`config.mk`:
```
export PLATFORM = sky130hd
export DESIGN_NAME = ripemd_padder_flat
export DESIGN_NICKNAME = d
export VERILOG_FILES = /design/src/rtl/ripemd_padder_if.sv /design/src/rtl/ripemd_padder.sv /design/src/flat_wrapper.sv
export SDC_FILE = /design/constraint.sdc
export NUM_CORES = 2
export LEC_CHECK = 0
export ABC_AREA = 0
export ABC_CLOCK_PERIOD_IN_PS = 8900
export CAP_MARGIN = 10
export CORE_MARGIN = 3
export CORE_UTILIZATION = 57
export CTS_CLUSTER_DIAMETER = 120
export CTS_CLUSTER_SIZE = 30
export DETAILED_ROUTE_END_ITERATION = 10
export GPL_ROUTABILITY_DRIVEN = 0
export PLACE_DENSITY = 0.86
export SLEW_MARGIN = 20
export SYNTH_ARGS = -nofsm -noshare
export SYNTH_HDL_FRONTEND = slang
export SYNTH_SLANG_ARGS = --single-unit
```
`constraint.sdc`:
```
create_clock -name clk -period 8.9 [get_ports clk]
set_input_delay 2.225 -clock clk [delete_from_list [all_inputs] [get_ports clk]]
set_output_delay 2.225 -clock clk [all_outputs]
set_load 0.01 [all_outputs]
```
`src/rtl/ripemd_padder_if.sv`:
```
// Byte-stream input and padded-block output of the RIPEMD-160 padder.
// The producer/consumer side is the master; the padder itself is the slave.
interface ripemd_padder_if;
  logic [7:0]   s_data;
  logic         s_valid;
  logic         s_last;
  logic         s_ready;
  logic [511:0] block;
  logic         o_valid;
  logic         o_ready;
  logic         o_first;
  logic         o_last;

  modport master (
    output s_data, s_valid, s_last, o_ready,
    input  s_ready, block, o_valid, o_first, o_last
  );

  modport slave (
    input  s_data, s_valid, s_last, o_ready,
    output s_ready, block, o_valid, o_first, o_last
  );
endinterface

```
`src/rtl/ripemd_padder.sv`:
```
// RIPEMD-160 message padder: packs a byte stream into 512-bit blocks with the
// 0x80 marker, zero fill and 64-bit little-endian bit length (MD strengthening).
module ripemd_padder #(
  parameter int LEN_W = 64
) (
  input  logic            clk,
  input  logic            rst_n,
  ripemd_padder_if.slave  bus
);

  localparam logic [1:0] FILL = 2'd0;
  localparam logic [1:0] EMIT = 2'd1;
  localparam logic [1:0] TAIL = 2'd2;

  logic [1:0]       state;
  logic [5:0]       ptr;
  logic [LEN_W-1:0] len;
  logic [LEN_W-1:0] len_nxt;
  logic [511:0]     buffer;
  logic             tail;
  logic             mark_done;
  logic             first_q;
  logic             last_q;
  logic             accept;
  logic [6:0]       cnt;

  // Length field is always 64 bits wide regardless of the counter width.
  function automatic logic [63:0] len_field(input logic [LEN_W-1:0] l);
    logic [63:0] r;
    r = '0;
    r[LEN_W-1:0] = l;
    return r;
  endfunction

  assign accept  = bus.s_valid && bus.s_ready;
  assign len_nxt = len + LEN_W'(8);
  assign cnt     = {1'b0, ptr} + 7'd1;

  assign bus.s_ready = (state == FILL) && rst_n;
  assign bus.o_valid = (state == EMIT);
  assign bus.block   = buffer;
  assign bus.o_first = first_q;
  assign bus.o_last  = last_q;

  always_ff @(posedge clk or negedge rst_n) begin
    if (!rst_n) begin
      state     <= FILL;
      ptr       <= '0;
      len       <= '0;
      buffer    <= '0;
      tail      <= 1'b0;
      mark_done <= 1'b0;
      first_q   <= 1'b1;
      last_q    <= 1'b0;
    end else begin
      case (state)
        FILL: begin
          if (accept) begin
            buffer[{ptr, 3'b000} +: 8] <= bus.s_data;
            ptr <= ptr + 6'd1;
            len <= len_nxt;
            if (bus.s_last) begin
              state <= EMIT;
              if (cnt <= 7'd55) begin
                // Marker and length both fit behind the last byte.
                buffer[{cnt[5:0], 3'b000} +: 8] <= 8'h80;
                buffer[511:448] <= len_field(len_nxt);
                last_q <= 1'b1;
                tail   <= 1'b0;
              end else if (cnt <= 7'd63) begin
                buffer[{cnt[5:0], 3'b000} +: 8] <= 8'h80;
                last_q    <= 1'b0;
                tail      <= 1'b1;
                mark_done <= 1'b1;
              end else begin
                last_q    <= 1'b0;
                tail      <= 1'b1;
                mark_done <= 1'b0;
              end
            end else if (ptr == 6'd63) begin
              state  <= EMIT;
              last_q <= 1'b0;
              tail   <= 1'b0;
            end
          end
        end
        EMIT: begin
          if (bus.o_ready) begin
            // Clearing here makes the zero fill of the next block implicit.
            buffer  <= '0;
            ptr     <= '0;
            first_q <= last_q;
            if (last_q) begin
              len <= '0;
            end
            state <= tail ? TAIL : FILL;
          end
        end
        TAIL: begin
          if (!mark_done) begin
            buffer[7:0] <= 8'h80;
          end
          buffer[511:448] <= len_field(len);
          last_q <= 1'b1;
          tail   <= 1'b0;
          state  <= EMIT;
        end
        default: begin
          state <= FILL;
        end
      endcase
    end
  end

endmodule

```
`src/flat_wrapper.sv`:
```
// flat-port wrapper written by rule: the top's interface ports become plain ports
module ripemd_padder_flat 
#(
  parameter int LEN_W = 64
)
  (clk, rst_n, bus_s_data, bus_s_valid, bus_s_last, bus_o_ready, bus_s_ready, bus_block, bus_o_valid, bus_o_first, bus_o_last);
  ripemd_padder_if bus_i ();
  input  logic clk;
  input  logic rst_n;
  input wire logic [$bits(bus_i.s_data)-1:0] bus_s_data;
  input wire logic [$bits(bus_i.s_valid)-1:0] bus_s_valid;
  input wire logic [$bits(bus_i.s_last)-1:0] bus_s_last;
  input wire logic [$bits(bus_i.o_ready)-1:0] bus_o_ready;
  output wire logic [$bits(bus_i.s_ready)-1:0] bus_s_ready;
  output wire logic [$bits(bus_i.block)-1:0] bus_block;
  output wire logic [$bits(bus_i.o_valid)-1:0] bus_o_valid;
  output wire logic [$bits(bus_i.o_first)-1:0] bus_o_first;
  output wire logic [$bits(bus_i.o_last)-1:0] bus_o_last;
  assign bus_i.s_data = bus_s_data;
  assign bus_i.s_valid = bus_s_valid;
  assign bus_i.s_last = bus_s_last;
  assign bus_i.o_ready = bus_o_ready;
  assign bus_s_ready = bus_i.s_ready;
  assign bus_block = bus_i.block;
  assign bus_o_valid = bus_i.o_valid;
  assign bus_o_first = bus_i.o_first;
  assign bus_o_last = bus_i.o_last;
  ripemd_padder #(.LEN_W(LEN_W)) u_core (.clk(clk), .rst_n(rst_n), .bus(bus_i));
endmodule
```
==> results.cfg <==
[setup_path]
critPathLaunch = rst_n
regToRegEndpoint = u_core.bus.block[505]
regToRegSetupSlack_ns = 3.71
crit_family = buffers and inverters
cp_max_fo = 88
startpoint_type = input pin
regToRegStartpoint = u_core.ptr[1]
cp.arrival_ns = 3.57
cp_cell_sequence = buf_8, and2_1, clkdlybuf4s50_1
crit_buf_inv = 2
slowest_delay_ns = 0.56
crit_type = input pin to primary output
crit_slowest_cell = clkdlybuf4s50_1
critical_path_depth = 3
reg2reg_depth = 9
cp-end-kind = primary output
required_ns = 6.68
crit_end = bus_s_ready

[placement]
dpl_cell_area_um2 = 34170
port_buffers = 528
hpwlAfterDp_um = 79280

[synthesis]
synth_top_family_by_area = compound AO/OA/AOI/OAI gates
syn_area_um2 = 28550
yosys.area_share.simple_pct = 14.69
muxShareOfSynthArea_pct = 2.139
async_flop_share_pct = 100.0
synthXorXnorAreaFrac_pct = 1.196
synth_seq_area_share_pct = 51.28
synth_cells = 2793
synth_compound_area_share_pct = 26.83
yosysUniqueCellTypes = 93
synth-seq-cells = 585
yosysWarnings = 0
synth_top_flop_cell = dfrtp_1
synth_nets = 2817
synth_edf_count = 0
avgSynthCellArea_um2 = 10.22
synth_fa_ha_area_share_pct = 0.5215

[global_route]
grt_usage_pct = 41.32
grt_overflow = 0
antenna_found_initial = 4
grt_pass1_wl_um = 168200
grt_pass1_vias = 26420
grt_max_degree = 157

[timing]
fin_crit_sh_pct = 65.07
rsz0062_at_grt = no
fin_crit_ns = 5.792
max_slew_margin_pct = 16.11
skew_ns = 0.04230
hold_viol = 0
setup_viol = 0
worst_slew_pin_slew_ns = 1.249
slew_viol_final = 0
max_freq_ghz = 0.1727
holdWs_ns = 0.5039
tns_ns = 0

[cells_and_area]
fill_cells = 3594
final_core_util_pct = 70.71
syn_to_final_growth_pct = 21.98
drive_gt1_share_pct = 6.577
final_cell_area_um2 = 34830
final_cell_mix = dfrtp_1 (584), clkdlybuf4s50_1 (520), nand2_1 (288), a22o_1 (266), nor2_1 (191)
fin_nets = 3210
final_common_cell = dfrtp_1

[job]
maxCapViolations = 0

[drt]
routedLengthMet1_um = 41300
detail_route.vias_per_cell = 7.139
wl_met2_um = 49210
drtIter0Drc = 4188
drt_wl_total_um = 113300
drt-pass1-iter-count = 9
final_antenna_net_count = 0
top_layer_used = met5
routed-via-count = 27550
wl_per_cell_um = 29.35
wl_met3_um = 14500
drc_errors = 0

[floorplan]
die_h_um = 229.8
fp-row-count = 81
die_w_um = 229.8
pin_count = 529
die-area_um2 = 52810
core_area_um2 = 49250
start_util_pct = 57.97

[clocking]
cts-root-buf = clkbuf_16
cts_hold_buffers = 0
cts_tree = yes
clk_latency_ns = 0.63
cts_buffers = 23
clk_pin_slew_worst_paths_ns = 0.11
cts_buffer_depth = 3
cts_setup_buffers = 0
cts-resized-gates = 0
htreeDepth = 1
cts_sinks = 585

[power]
ir_drop_mv = 0.2462
power.total_mw = 7.753
leakagePower_nw = 14.11
pwr_density_cell_nw_per_um2 = 222.6

[outcome]
outcome = finished clean

[worst_hold_path]
hp-class = register to register
## how the worst min path moves through the flow
stage	startpoint	to	depth (start not counted)
floorplan	u_core.state[1]	u_core.state[1]	2
CTS	u_core.bus.block[130]	u_core.bus.block[130]	1
finish	u_core.bus.block[58]	u_core.bus.block[58]	1
global route	u_core.bus.block[106]	u_core.bus.block[106]	1
global placement	u_core.bus.block[130]	u_core.bus.block[130]	1
detailed placement	u_core.bus.block[130]	u_core.bus.block[130]	1
## synthesized netlist by cell type (28+ instances only)
cell type,number,area (um2)
dfrtp_1,584,14610
and3_1,32,200.2
a22o_1,266,2330
a21oi_1,164,820.8
nand4_1,28,175.2
mux2i_1,43,430.4
o21ai_0,143,715.7
clkbuf_1,143,536.8
nor2_1,194,728.2
nand2_1,289,1085
buf_2,34,170.2
o2bb2ai_1,115,1007
nor3_1,69,345.3
o31ai_1,38,285.3
nand3_1,88,440.4
## metal layers
layer	global-route usage (%)	vias to the layer above
met5	0	-
met4	24.59	2
met3	11.09	459
met2	62.50	2312
met1	53.75	13460
li1	-	11320
## report_power, final
| group | total [mW] | switching [mW] | internal (mW) |
|---|---|---|---|
| combinational | 3.39 | 2.42 | 0.978 |
| sequential | 3.02 | 0.185 | 2.83 |
| clock | 1.34 | 0.855 | 0.488 |
| total | 7.75 | 3.46 | 4.30 |
## cell type report
type | instances | area (um2) | area share (%)
Clock inverter | 2 | 25.02 | 0.07185
Clock buffer | 30 | 601.8 | 1.728
Timing Repair Buffer | 570 | 5587 | 16.04
Sequential cell | 585 | 14640 | 42.04
Tap cell | 664 | 830.8 | 2.385
Multi-Input combinational cell | 1982 | 13050 | 37.46
Antenna cell | 2 | 5.005 | 0.01437
Inverter | 24 | 90.09 | 0.2587
## logic make-up (layout without fill, tap and decap cells)
logic type	after synthesis	count (layout)
compound gates	1010	1010
xor+xnor	39	39
fa+ha+maj	12	12
buf+inv	226	626
flops	585	585
mux	59	59
other cells	0	2
simple gates	862	862
## metrics by stage
step | setup slack, ns | std cells
floorplan | 4.285 | 2793
global placement | 3.176 | 3825
detailed placement | 3.002 | 3825
CTS | 3.103 | 3857
global route | 3.033 | 3859
finish | 3.108 | 3859
## state kept, by name (all words and copies together) (netlist names)
signal / count
u_core.ptr: 6
u_core.bus.o_last: 1
u_core.tail: 1
u_core.bus.o_first: 1
u_core.bus.block: 512
u_core.mark_done: 1
u_core.state: 2
u_core.len: 61
## worst reg2reg max path, cell delays in order, from the launching register on
cell and delay, ns:
dfrtp_1 0.92, inv_1 0.22, ha_1 0.71, nor3b_1 0.38, a21oi_1 0.16, a2111oi_4 0.51
or3_2 0.85, nand2_1 0.40, o31ai_2 0.66, a221o_1 0.29
(Power assumes the default switching activity.)
